### config.mk
export PLATFORM = sky130hd
export DESIGN_NAME = spi_cfg_sequencer_flat
export DESIGN_NICKNAME = d
export VERILOG_FILES = /design/src/rtl/spi_cfg_sequencer_if.sv /design/src/rtl/spi_cfg_sequencer.sv /design/src/flat_wrapper.sv
export SDC_FILE = /design/constraint.sdc
export NUM_CORES = 1
export LEC_CHECK = 0
export ABC_AREA = 1
export CORE_MARGIN = 5
export CORE_UTILIZATION = 25
export DETAILED_ROUTE_END_ITERATION = 8
export HOLD_SLACK_MARGIN = 0.05
export PLACE_DENSITY = 0.4
export SLEW_MARGIN = 20
export SYNTH_ARGS = -nofsm -noshare
export SYNTH_HDL_FRONTEND = slang
export SYNTH_SLANG_ARGS = --single-unit
### constraint.sdc
create_clock -name clk -period 5.6 [get_ports clk]
set_clock_uncertainty 0.2 [all_clocks]
set_input_delay 1.68 -clock clk [delete_from_list [all_inputs] [get_ports clk]]
set_output_delay 1.68 -clock clk [all_outputs]
set_load 0.01 [all_outputs]
### src/rtl/spi_cfg_sequencer_if.sv
// spi_cfg_sequencer_if: host push, status and SPI writer signals of the config sequencer.
interface spi_cfg_sequencer_if #(parameter int AW = 3);
  logic          wr_valid;
  logic [63:0]   wr_data;
  logic          wr_ready;
  logic          start;
  logic          swr_in;
  logic          spi_en;
  logic [63:0]   spi_data;
  logic [63:0]   rb_in;
  logic [63:0]   rb_last;
  logic          busy;
  logic          done;
  logic          err_timeout;
  logic          err_verify;
  logic [7:0]    frame_cnt;
  logic [AW:0]   fifo_level;
  modport slave (
    input  wr_valid, wr_data, start, swr_in, rb_in,
    output wr_ready, spi_en, spi_data, rb_last, busy, done, err_timeout, err_verify, frame_cnt, fifo_level
  );
  modport master (
    output wr_valid, wr_data, start, swr_in, rb_in,
    input  wr_ready, spi_en, spi_data, rb_last, busy, done, err_timeout, err_verify, frame_cnt, fifo_level
  );
endinterface

### src/rtl/spi_cfg_sequencer.sv
// spi_cfg_sequencer: FIFO-fed launcher of 64-bit config words into the SPI frame writer.
// Optional readback verify with bounded re-sends is enabled by defining SPI_SEQ_VERIFY_EN.
module spi_cfg_sequencer #(
  parameter int NDATA     = 48,
  parameter int DEPTH     = 8,
  parameter int AW        = 3,
  parameter int TIMEOUT   = 255,
  parameter int MAX_RETRY = 3
) (
  input logic               clk,
  input logic               rst_n,
  spi_cfg_sequencer_if.slave bus
);
  localparam logic [2:0] IDLE = 3'd0, LAUNCH = 3'd1, WAIT_LOW = 3'd2, WAIT_HIGH = 3'd3, CHECK = 3'd4, FIN = 3'd5;
  localparam int TW = $clog2(TIMEOUT + 1);
  if (TIMEOUT < 2 * NDATA + 8 || DEPTH != (1 << AW) || MAX_RETRY < 1) begin : g_bad_cfg
    $error("spi_cfg_sequencer: inconsistent TIMEOUT/NDATA/DEPTH/AW/MAX_RETRY");
  end
  logic [2:0]    state, nxt;
  logic [63:0]   mem [DEPTH];
  logic [AW-1:0] rd_ptr, wr_ptr;
  logic [AW:0]   level;
  logic [TW-1:0] tmo;
  logic [63:0]   spi_q, rb_q, nxt_head;
  logic [7:0]    fcnt;
  logic          push, pop, go, waiting, tmo_hit, last, retry, err_t;
  assign push     = bus.wr_valid && bus.wr_ready;
  assign go       = state == IDLE && bus.start;
  assign waiting  = state == WAIT_LOW || state == WAIT_HIGH;
  assign tmo_hit  = waiting && tmo == TW'(TIMEOUT);
  assign pop      = state == CHECK && !retry;
  assign last     = pop && level == (AW+1)'(1) && !push;
  // A word pushed in the same cycle as the pop that empties the FIFO is forwarded straight to the next launch.
  assign nxt_head = !pop ? mem[rd_ptr]
                  : (push && wr_ptr == rd_ptr + AW'(1)) ? bus.wr_data : mem[rd_ptr + AW'(1)];
  always_comb begin
    nxt = IDLE;
    case (state)
      IDLE:      nxt = !bus.start ? IDLE : (level == '0 ? FIN : LAUNCH);
      LAUNCH:    nxt = WAIT_LOW;
      WAIT_LOW:  nxt = tmo_hit ? FIN : (!bus.swr_in ? WAIT_HIGH : WAIT_LOW);
      WAIT_HIGH: nxt = tmo_hit ? FIN : (bus.swr_in ? CHECK : WAIT_HIGH);
      CHECK:     nxt = last ? FIN : LAUNCH;
      default:   nxt = IDLE;
    endcase
  end
  always_ff @(posedge clk) if (push) mem[wr_ptr] <= bus.wr_data;
  always_ff @(posedge clk or negedge rst_n)
    if (!rst_n) begin
      wr_ptr <= '0;
      rd_ptr <= '0;
      level  <= '0;
    end else begin
      wr_ptr <= wr_ptr + AW'(push);
      rd_ptr <= tmo_hit ? wr_ptr + AW'(push) : rd_ptr + AW'(pop);
      level  <= tmo_hit ? '0 : level + (AW+1)'(push) - (AW+1)'(pop);
    end
  always_ff @(posedge clk or negedge rst_n)
    if (!rst_n) begin
      state <= IDLE;
      tmo   <= '0;
      spi_q <= '0;
      rb_q  <= '0;
      err_t <= 1'b0;
      fcnt  <= '0;
    end else begin
      state <= nxt;
      tmo   <= state == LAUNCH ? '0 : tmo + TW'(waiting);
      if (nxt == LAUNCH) spi_q <= nxt_head;
      if (state == WAIT_HIGH && bus.swr_in && !tmo_hit) rb_q <= bus.rb_in;
      err_t <= go ? 1'b0 : err_t | tmo_hit;
      fcnt  <= go ? '0 : fcnt + 8'(pop);
    end
`ifdef SPI_SEQ_VERIFY_EN
  localparam int RW = $clog2(MAX_RETRY + 1);
  logic [NDATA-1:0] rev;
  logic [RW-1:0]    retry_cnt;
  logic             bad, err_v;
  // The first bit shifted out returns in the readback MSB.
  for (genvar i = 0; i < NDATA; i++) begin : g_rev
    assign rev[i] = spi_q[NDATA-1-i];
  end
  assign bad            = state == CHECK && bus.rb_in[NDATA-1:0] != rev;
  assign retry          = bad && retry_cnt != RW'(MAX_RETRY);
  assign bus.err_verify = err_v;
  always_ff @(posedge clk or negedge rst_n)
    if (!rst_n) begin
      retry_cnt <= '0;
      err_v     <= 1'b0;
    end else begin
      retry_cnt <= (pop || go || tmo_hit) ? '0 : retry_cnt + RW'(retry);
      err_v     <= go ? 1'b0 : err_v | (bad && !retry);
    end
`else
  assign retry          = 1'b0;
  assign bus.err_verify = 1'b0;
`endif
  assign bus.wr_ready    = level != (AW+1)'(DEPTH);
  assign bus.spi_en      = state == LAUNCH;
  assign bus.spi_data    = spi_q;
  assign bus.rb_last     = rb_q;
  assign bus.busy        = state inside {LAUNCH, WAIT_LOW, WAIT_HIGH, CHECK};
  assign bus.done        = state == FIN;
  assign bus.err_timeout = err_t;
  assign bus.frame_cnt   = fcnt;
  assign bus.fifo_level  = level;
endmodule

### src/flat_wrapper.sv
// flat-port wrapper written by rule: the top's interface ports become plain ports
module spi_cfg_sequencer_flat 
#(
  parameter int NDATA     = 48,
  parameter int DEPTH     = 8,
  parameter int AW        = 3,
  parameter int TIMEOUT   = 255,
  parameter int MAX_RETRY = 3
)
  (clk, rst_n, bus_wr_valid, bus_wr_data, bus_start, bus_swr_in, bus_rb_in, bus_wr_ready, bus_spi_en, bus_spi_data, bus_rb_last, bus_busy, bus_done, bus_err_timeout, bus_err_verify, bus_frame_cnt, bus_fifo_level);
  spi_cfg_sequencer_if #(.AW(AW)) bus_i ();
  input logic clk;
  input logic rst_n;
  input wire logic [$bits(bus_i.wr_valid)-1:0] bus_wr_valid;
  input wire logic [$bits(bus_i.wr_data)-1:0] bus_wr_data;
  input wire logic [$bits(bus_i.start)-1:0] bus_start;
  input wire logic [$bits(bus_i.swr_in)-1:0] bus_swr_in;
  input wire logic [$bits(bus_i.rb_in)-1:0] bus_rb_in;
  output wire logic [$bits(bus_i.wr_ready)-1:0] bus_wr_ready;
  output wire logic [$bits(bus_i.spi_en)-1:0] bus_spi_en;
  output wire logic [$bits(bus_i.spi_data)-1:0] bus_spi_data;
  output wire logic [$bits(bus_i.rb_last)-1:0] bus_rb_last;
  output wire logic [$bits(bus_i.busy)-1:0] bus_busy;
  output wire logic [$bits(bus_i.done)-1:0] bus_done;
  output wire logic [$bits(bus_i.err_timeout)-1:0] bus_err_timeout;
  output wire logic [$bits(bus_i.err_verify)-1:0] bus_err_verify;
  output wire logic [$bits(bus_i.frame_cnt)-1:0] bus_frame_cnt;
  output wire logic [$bits(bus_i.fifo_level)-1:0] bus_fifo_level;
  assign bus_i.wr_valid = bus_wr_valid;
  assign bus_i.wr_data = bus_wr_data;
  assign bus_i.start = bus_start;
  assign bus_i.swr_in = bus_swr_in;
  assign bus_i.rb_in = bus_rb_in;
  assign bus_wr_ready = bus_i.wr_ready;
  assign bus_spi_en = bus_i.spi_en;
  assign bus_spi_data = bus_i.spi_data;
  assign bus_rb_last = bus_i.rb_last;
  assign bus_busy = bus_i.busy;
  assign bus_done = bus_i.done;
  assign bus_err_timeout = bus_i.err_timeout;
  assign bus_err_verify = bus_i.err_verify;
  assign bus_frame_cnt = bus_i.frame_cnt;
  assign bus_fifo_level = bus_i.fifo_level;
  spi_cfg_sequencer #(.NDATA(NDATA), .DEPTH(DEPTH), .AW(AW), .TIMEOUT(TIMEOUT), .MAX_RETRY(MAX_RETRY)) u_core (.clk(clk), .rst_n(rst_n), .bus(bus_i));
endmodule
## Word level (Yosys, flattened, before mapping)

Memory sizes are Yosys's and may differ from the RTL's.
Index checks and enable logic that the tools add are counted.

- Bits in registers: 158
- Latch bits: 0
- Memory bits (writable): 512
- Memory bits (read-only): 0
- Input port bits: 133
- Output and inout port bits: 146
- Word-level logic and storage cells: 59
- Memories kept: 1

- Add/sub/neg operators: 7
- $mul: 0
- Divide/modulo/power cells: 0
- $lt $le $gt $ge: 0
- Equality and inequality tests: 10
- Shift operators: 0
- Muxes and demuxes: 17
- Bitwise operators: 1
- Reduce and logical (&&, ||, !) cells: 14

Memories:

| name | words | width | read ports | clocked after memory_dff | wr ports | line | source |
|---|---|---|---|---|---|---|---|
| u_core.mem | 8 | 64 | 2 | 0 | 1 | spi_cfg_sequencer.sv:20 | `logic [63:0] mem [DEPTH];` |

Operators with widths:

| kind | count |
|---|---|
| $mux W64 | 2 |
| $mux W3 | 7 |
| $add A8 B1 Y8 | 2 |
| $mux W8 | 2 |
| $pmux W3 S5 | 1 |
| $eq A8 B8 Y1 const B | 1 |
| $logic_and A1 B1 Y1 | 8 |
| $add A3 B1 Y3 | 2 |
| $eq A3 B1 Y1 const B | 2 |
| $eq A3 B2 Y1 const B | 2 |
| $eq A3 B3 Y1 const B | 2 |
| $add A4 B1 Y4 | 1 |
| $eq A4 B1 Y1 const B | 1 |
| $logic_not A4 Y1 | 1 |
| $mux W1 | 4 |
| $mux W4 | 1 |
| $ne A4 B4 Y1 const B | 1 |
| $reduce_bool A4 Y1 | 1 |
| $sub A4 B1 Y4 | 1 |
| $add A3 B1 Y3 const B | 1 |
| $eq A3 B3 Y1 | 1 |
| $logic_not A3 Y1 | 1 |
| $logic_not A1 Y1 | 2 |
| $logic_or A1 B1 Y1 | 1 |
| $or A1 B1 Y1 | 1 |

## Depth between registers and ports, before layout

- Depth after elaboration: 7
- Depth in mapped cells: 14
- Mapped depth without buffers: 13

## Worst setup path after synthesis

Ideal clock, no wire load.

- Path type: input port to flip-flop
- Start: input bus_wr_valid
- End: memory u_core.mem[0][0], enable pin
- Library setup time: 0.486 ns
- Data arrival time: 4.649 ns
- Path slack: 0.265 ns
- Cell stages on the path: 4
- Path buffers: 0
- Path through: nand2_1 inv_1 nand2_1 nor2_1

- Longest elaborated chain between the ends: 3

Ends and longest elaborated chain:

| element | line | source |
|---|---|---|
| start: declaration | flat_wrapper.sv:14 | `input wire logic [$bits(bus_i.wr_valid)-1:0] bus_wr_valid;` |
| $logic_and A1 B1 Y1 | spi_cfg_sequencer.sv:27 | `assign push = bus.wr_valid && bus.wr_ready;` |
| $mux W1 | spi_cfg_sequencer.sv:47 | `always_ff @(posedge clk) if (push) mem[wr_ptr] <= bus.wr_data;` |
| $mux W1 (implied by the code) | spi_cfg_sequencer.sv:47 |  |
| end: declaration | spi_cfg_sequencer.sv:20 |  |

No other way between the ends.

## Worst setup path after layout

- Start: register u_core.state[0]
- End: output bus_busy

- Longest elaborated chain between the ends: 2
- Elaborated cells between the ends (all ways): 5
- Classes of those cells: eq/ne: 4; reduce/logical: 1

Ends and longest elaborated chain:

| element | line | source |
|---|---|---|
| start: declaration | spi_cfg_sequencer.sv:19 | `logic [2:0] state, nxt;` |
| start signal: assignment | spi_cfg_sequencer.sv:67 | `state <= nxt;` |
| $eq A3 B1 Y1 (tied with other cells) | spi_cfg_sequencer.sv:102 | `assign bus.busy = state inside {LAUNCH, WAIT_LOW, WAIT_HIGH, CHECK};` |
| $reduce_bool A4 Y1 (*) | spi_cfg_sequencer.sv:102 |  |
| end: declaration | flat_wrapper.sv:23 | `output wire logic [$bits(bus_i.busy)-1:0] bus_busy;` |

Mark *: on every way between the ends. The rest lies on a longest branch, timed or not.

==> flow_metrics.env <==
export IMPL_status="complete, no violations"
export IMPL_start_util_pct=25.1
export IMPL_max_stage_delay_ns=0.52
export IMPL_io_pins=279
export IMPL_synth_edf_count=512
export IMPL_row_count=135
export IMPL_hold_viol_final=0
export IMPL_grt_antenna_before_repair=17
export IMPL_cts_tree="yes"
export IMPL_multi_input_area_um2=11200
export IMPL_grt_first_pass_wirelength_mm=173
export IMPL_route_antenna_remaining_nets=0
export IMPL_area_growth_syn_to_layout_pct=20.9
export IMPL_drt_wirelength_per_cell_um=20.0
export IMPL_ys_flop_type="edfxtp_1"
export IMPL_crit_required_ns=3.72
export IMPL_die_w_um=379
export IMPL_min_from="u_core.bus.spi_data[62]"
export IMPL_drc=0
export IMPL_netlist_instances=3880
export IMPL_ys_ff_latch=670
export IMPL_gp_congestion=0.722
export IMPL_drt_pass1_iter_count=6
export IMPL_clk_latency_ns=0.65
export IMPL_grt_max_degree=256
export IMPL_grt_usage_pct=16.0
export IMPL_fin_cells=5894
export IMPL_start_kind="register"
export IMPL_cts_setup_buffers=0
export IMPL_dp_hpwl_mm=62.6
export IMPL_setup_tns_ns=0
export IMPL_synth_fp_nets=4029
export IMPL_min_path_type="register to register"
export IMPL_die_h_um=379
export IMPL_async_reset_ff_share_pct=23.6
export IMPL_totalWireLength_mm=118
export IMPL_drive_gt1_share_pct=6.40
export IMPL_drt_first_iter_violations=2019
export IMPL_core_area_um2=135000
export IMPL_via_count=26700
export IMPL_cp_end_kind="output port"
export IMPL_maxSlewHeadroom_pct=33.3
export IMPL_clk_pin_slew_worst_paths_ns=0.06
export IMPL_report_final_slew_viol_count=0
export IMPL_clkSinkCount=670
export IMPL_synth_seq_area_share_pct=56.8
export IMPL_synthesis_area_um2=34000
export IMPL_p_per_area_nw_per_um2=583
export IMPL_slowest_stage="clkdlybuf4s50_1"
export IMPL_regArea_um2=19300
export IMPL_synth_cell_type_count=37
export IMPL_final_fill_count=14000
export IMPL_ir_drop_v=0.000639
export IMPL_overflow=0
export IMPL_arrival_ns=2.40
export IMPL_nets=4190
export IMPL_cts_inserted_buffers=84
export IMPL_r2r_start="u_core.rd_ptr[1]"
export IMPL_via_per_inst=4.53
export IMPL_period_share_pct=76.5
export IMPL_io_buffers=277
export IMPL_syn_avg_cell_area_um2=8.77
export IMPL_worst_setup_path_type="register to output port"
export IMPL_cp_max_fo=27
export IMPL_root_buffer="clkbuf_16"
export IMPL_cts_resized=0
export IMPL_leakagePower_nw=17.6
export IMPL_yosysWarnings=0
export IMPL_critPathTopFamily="buffers and inverters"
export IMPL_grt_pass1_vias=25700
export IMPL_worst_slew_pin_slew_ns=1.00
export IMPL_setup_viol=0
export IMPL_crit_chain="inv_2, nand2_1, nor2_4, inv_4, nand3_1, clkdlybuf4s50_1"
export IMPL_finalCriticalPeriod_ns=4.28
export IMPL_rsz0062_at_grt="no"
export IMPL_die_area_um2=144000
export IMPL_crit_path_start="u_core.state[0]"
export IMPL_cts_max_level=3
export IMPL_cap_violations=0
export IMPL_clock_fmax_ghz=0.233
export IMPL_cts_max_path_buffers=3
export IMPL_placedCellCount=5736
export IMPL_ctsHoldBuffers=0
export IMPL_worst_path_buf_inv=3
synthesized netlist by cell type, types with 14 or more instances:
master    number  area [um^2]
nand2_1      956         3590
buf_6         14          158
dfrtp_1      158         3950
mux2_2        64          721
edfxtp_1     512        15400
nor2_1        28          105
o21ai_0      260         1300
a21oi_1      265         1330
clkbuf_1      97          364
ha_1          15          188
buf_2         92          460
buf_1         20         75.1
nand3_1      711         3560
buf_4         27          203
inv_1        615         2310
where the power goes:
group	internal (W)	total [W]	switching, W
clock network	0.00316	0.00532	0.00216
registers	0.00651	0.00719	0.000676
logic	0.00378	0.0115	0.00771
logic make-up after synthesis:
kind of cell               synth area share (%)
and+or+nand+nor                            22.0
buffers and inverters                      10.5
muxes                                      2.12
adders and majority gates                 0.610
DFF                                        56.8
other                                    0.0110
xor gates and xnor gates                 0.0772
AOI/OAI and AO/OA                          7.83
metrics by stage:
stage | power, W | cell area (um^2) | hold WS (ns) | utilization (%) | setup WS, ns
2_1_floorplan | 0.0144 | 34000 | 0.307 | - | 0.265
6_report | 0.0240 | 41200 | 0.274 | 30.4 | 1.32
3_5_place_dp | 0.0189 | 38500 | 0.268 | 28.5 | 1.16
3_3_place_gp | 0.0189 | 38500 | 0.265 | 28.4 | 1.17
5_1_grt | 0.0258 | 41100 | 0.312 | 30.4 | 1.16
4_1_cts | 0.0244 | 41100 | 0.280 | 30.4 | 1.21
registers in the layout (all words and copies together), names as in the netlist:
register and cells:
u_core.mem 512, u_core.bus.rb_last 64, u_core.bus.spi_data 64, u_core.bus.frame_cnt 8
u_core.tmo 8, u_core.bus.fifo_level 4, u_core.rd_ptr 3, u_core.state 3
u_core.wr_ptr 3, u_core.bus.err_timeout 1
cells in the final DEF (no fill, tap or decap), drive strengths merged, types with 3 or more instances in the layout:
cell,n
ha,15
nor3,8
clkdlybuf4s50,276
nand2,961
nor3b,4
edfxtp,512
nor2,36
a21oi,266
diode,3
buf,48
mux2,64
inv,619
clkinv,19
nand3,714
bufinv,5
o21ai,260
dfrtp,158
clkbuf,130
routing by layer:
| layer | GRT usage (%) | share of wire (%) |
|---|---|---|
| met4 | 3.85 | 1.9 |
| met5 | 0 | 0.098 |
| met3 | 3.14 | 6.4 |
| met1 | 22.5 | 47 |
| met2 | 25.4 | 45 |
tightest hold or removal path: cells and delay by family, from the launching register on:
family,cells,cell delay (ns)
AND/OR/NAND/NOR,2,0.11
flip-flops,1,0.33
cell type report:
class | count | share of cell area [%]
Timing Repair Buffer | 325 | 8.14
Inverter | 619 | 5.73
Sequential cell | 670 | 47.0
Antenna cell | 3 | 0.0182
Tap cell | 1781 | 5.42
Multi-Input combinational cell | 2341 | 27.3
Clock inverter | 26 | 0.605
Clock buffer | 129 | 5.82
path summary, 6_finish.rpt:
kind / cells past startpoint / to / slack [ns]
setup / recovery: 6 / bus_busy / 1.32
hold / removal: 2 / u_core.bus.spi_data[62] / 0.27
setup reg to reg: 14 / u_core.bus.spi_data[51] / 1.64
hold reg to reg: 2 / u_core.bus.spi_data[62] / 0.27
max in group asynchronous: 2 / u_core.rd_ptr[2] / 3.30
min in group asynchronous: 1 / u_core.tmo[3] / 0.91
Power figures use the tool's default switching activity.
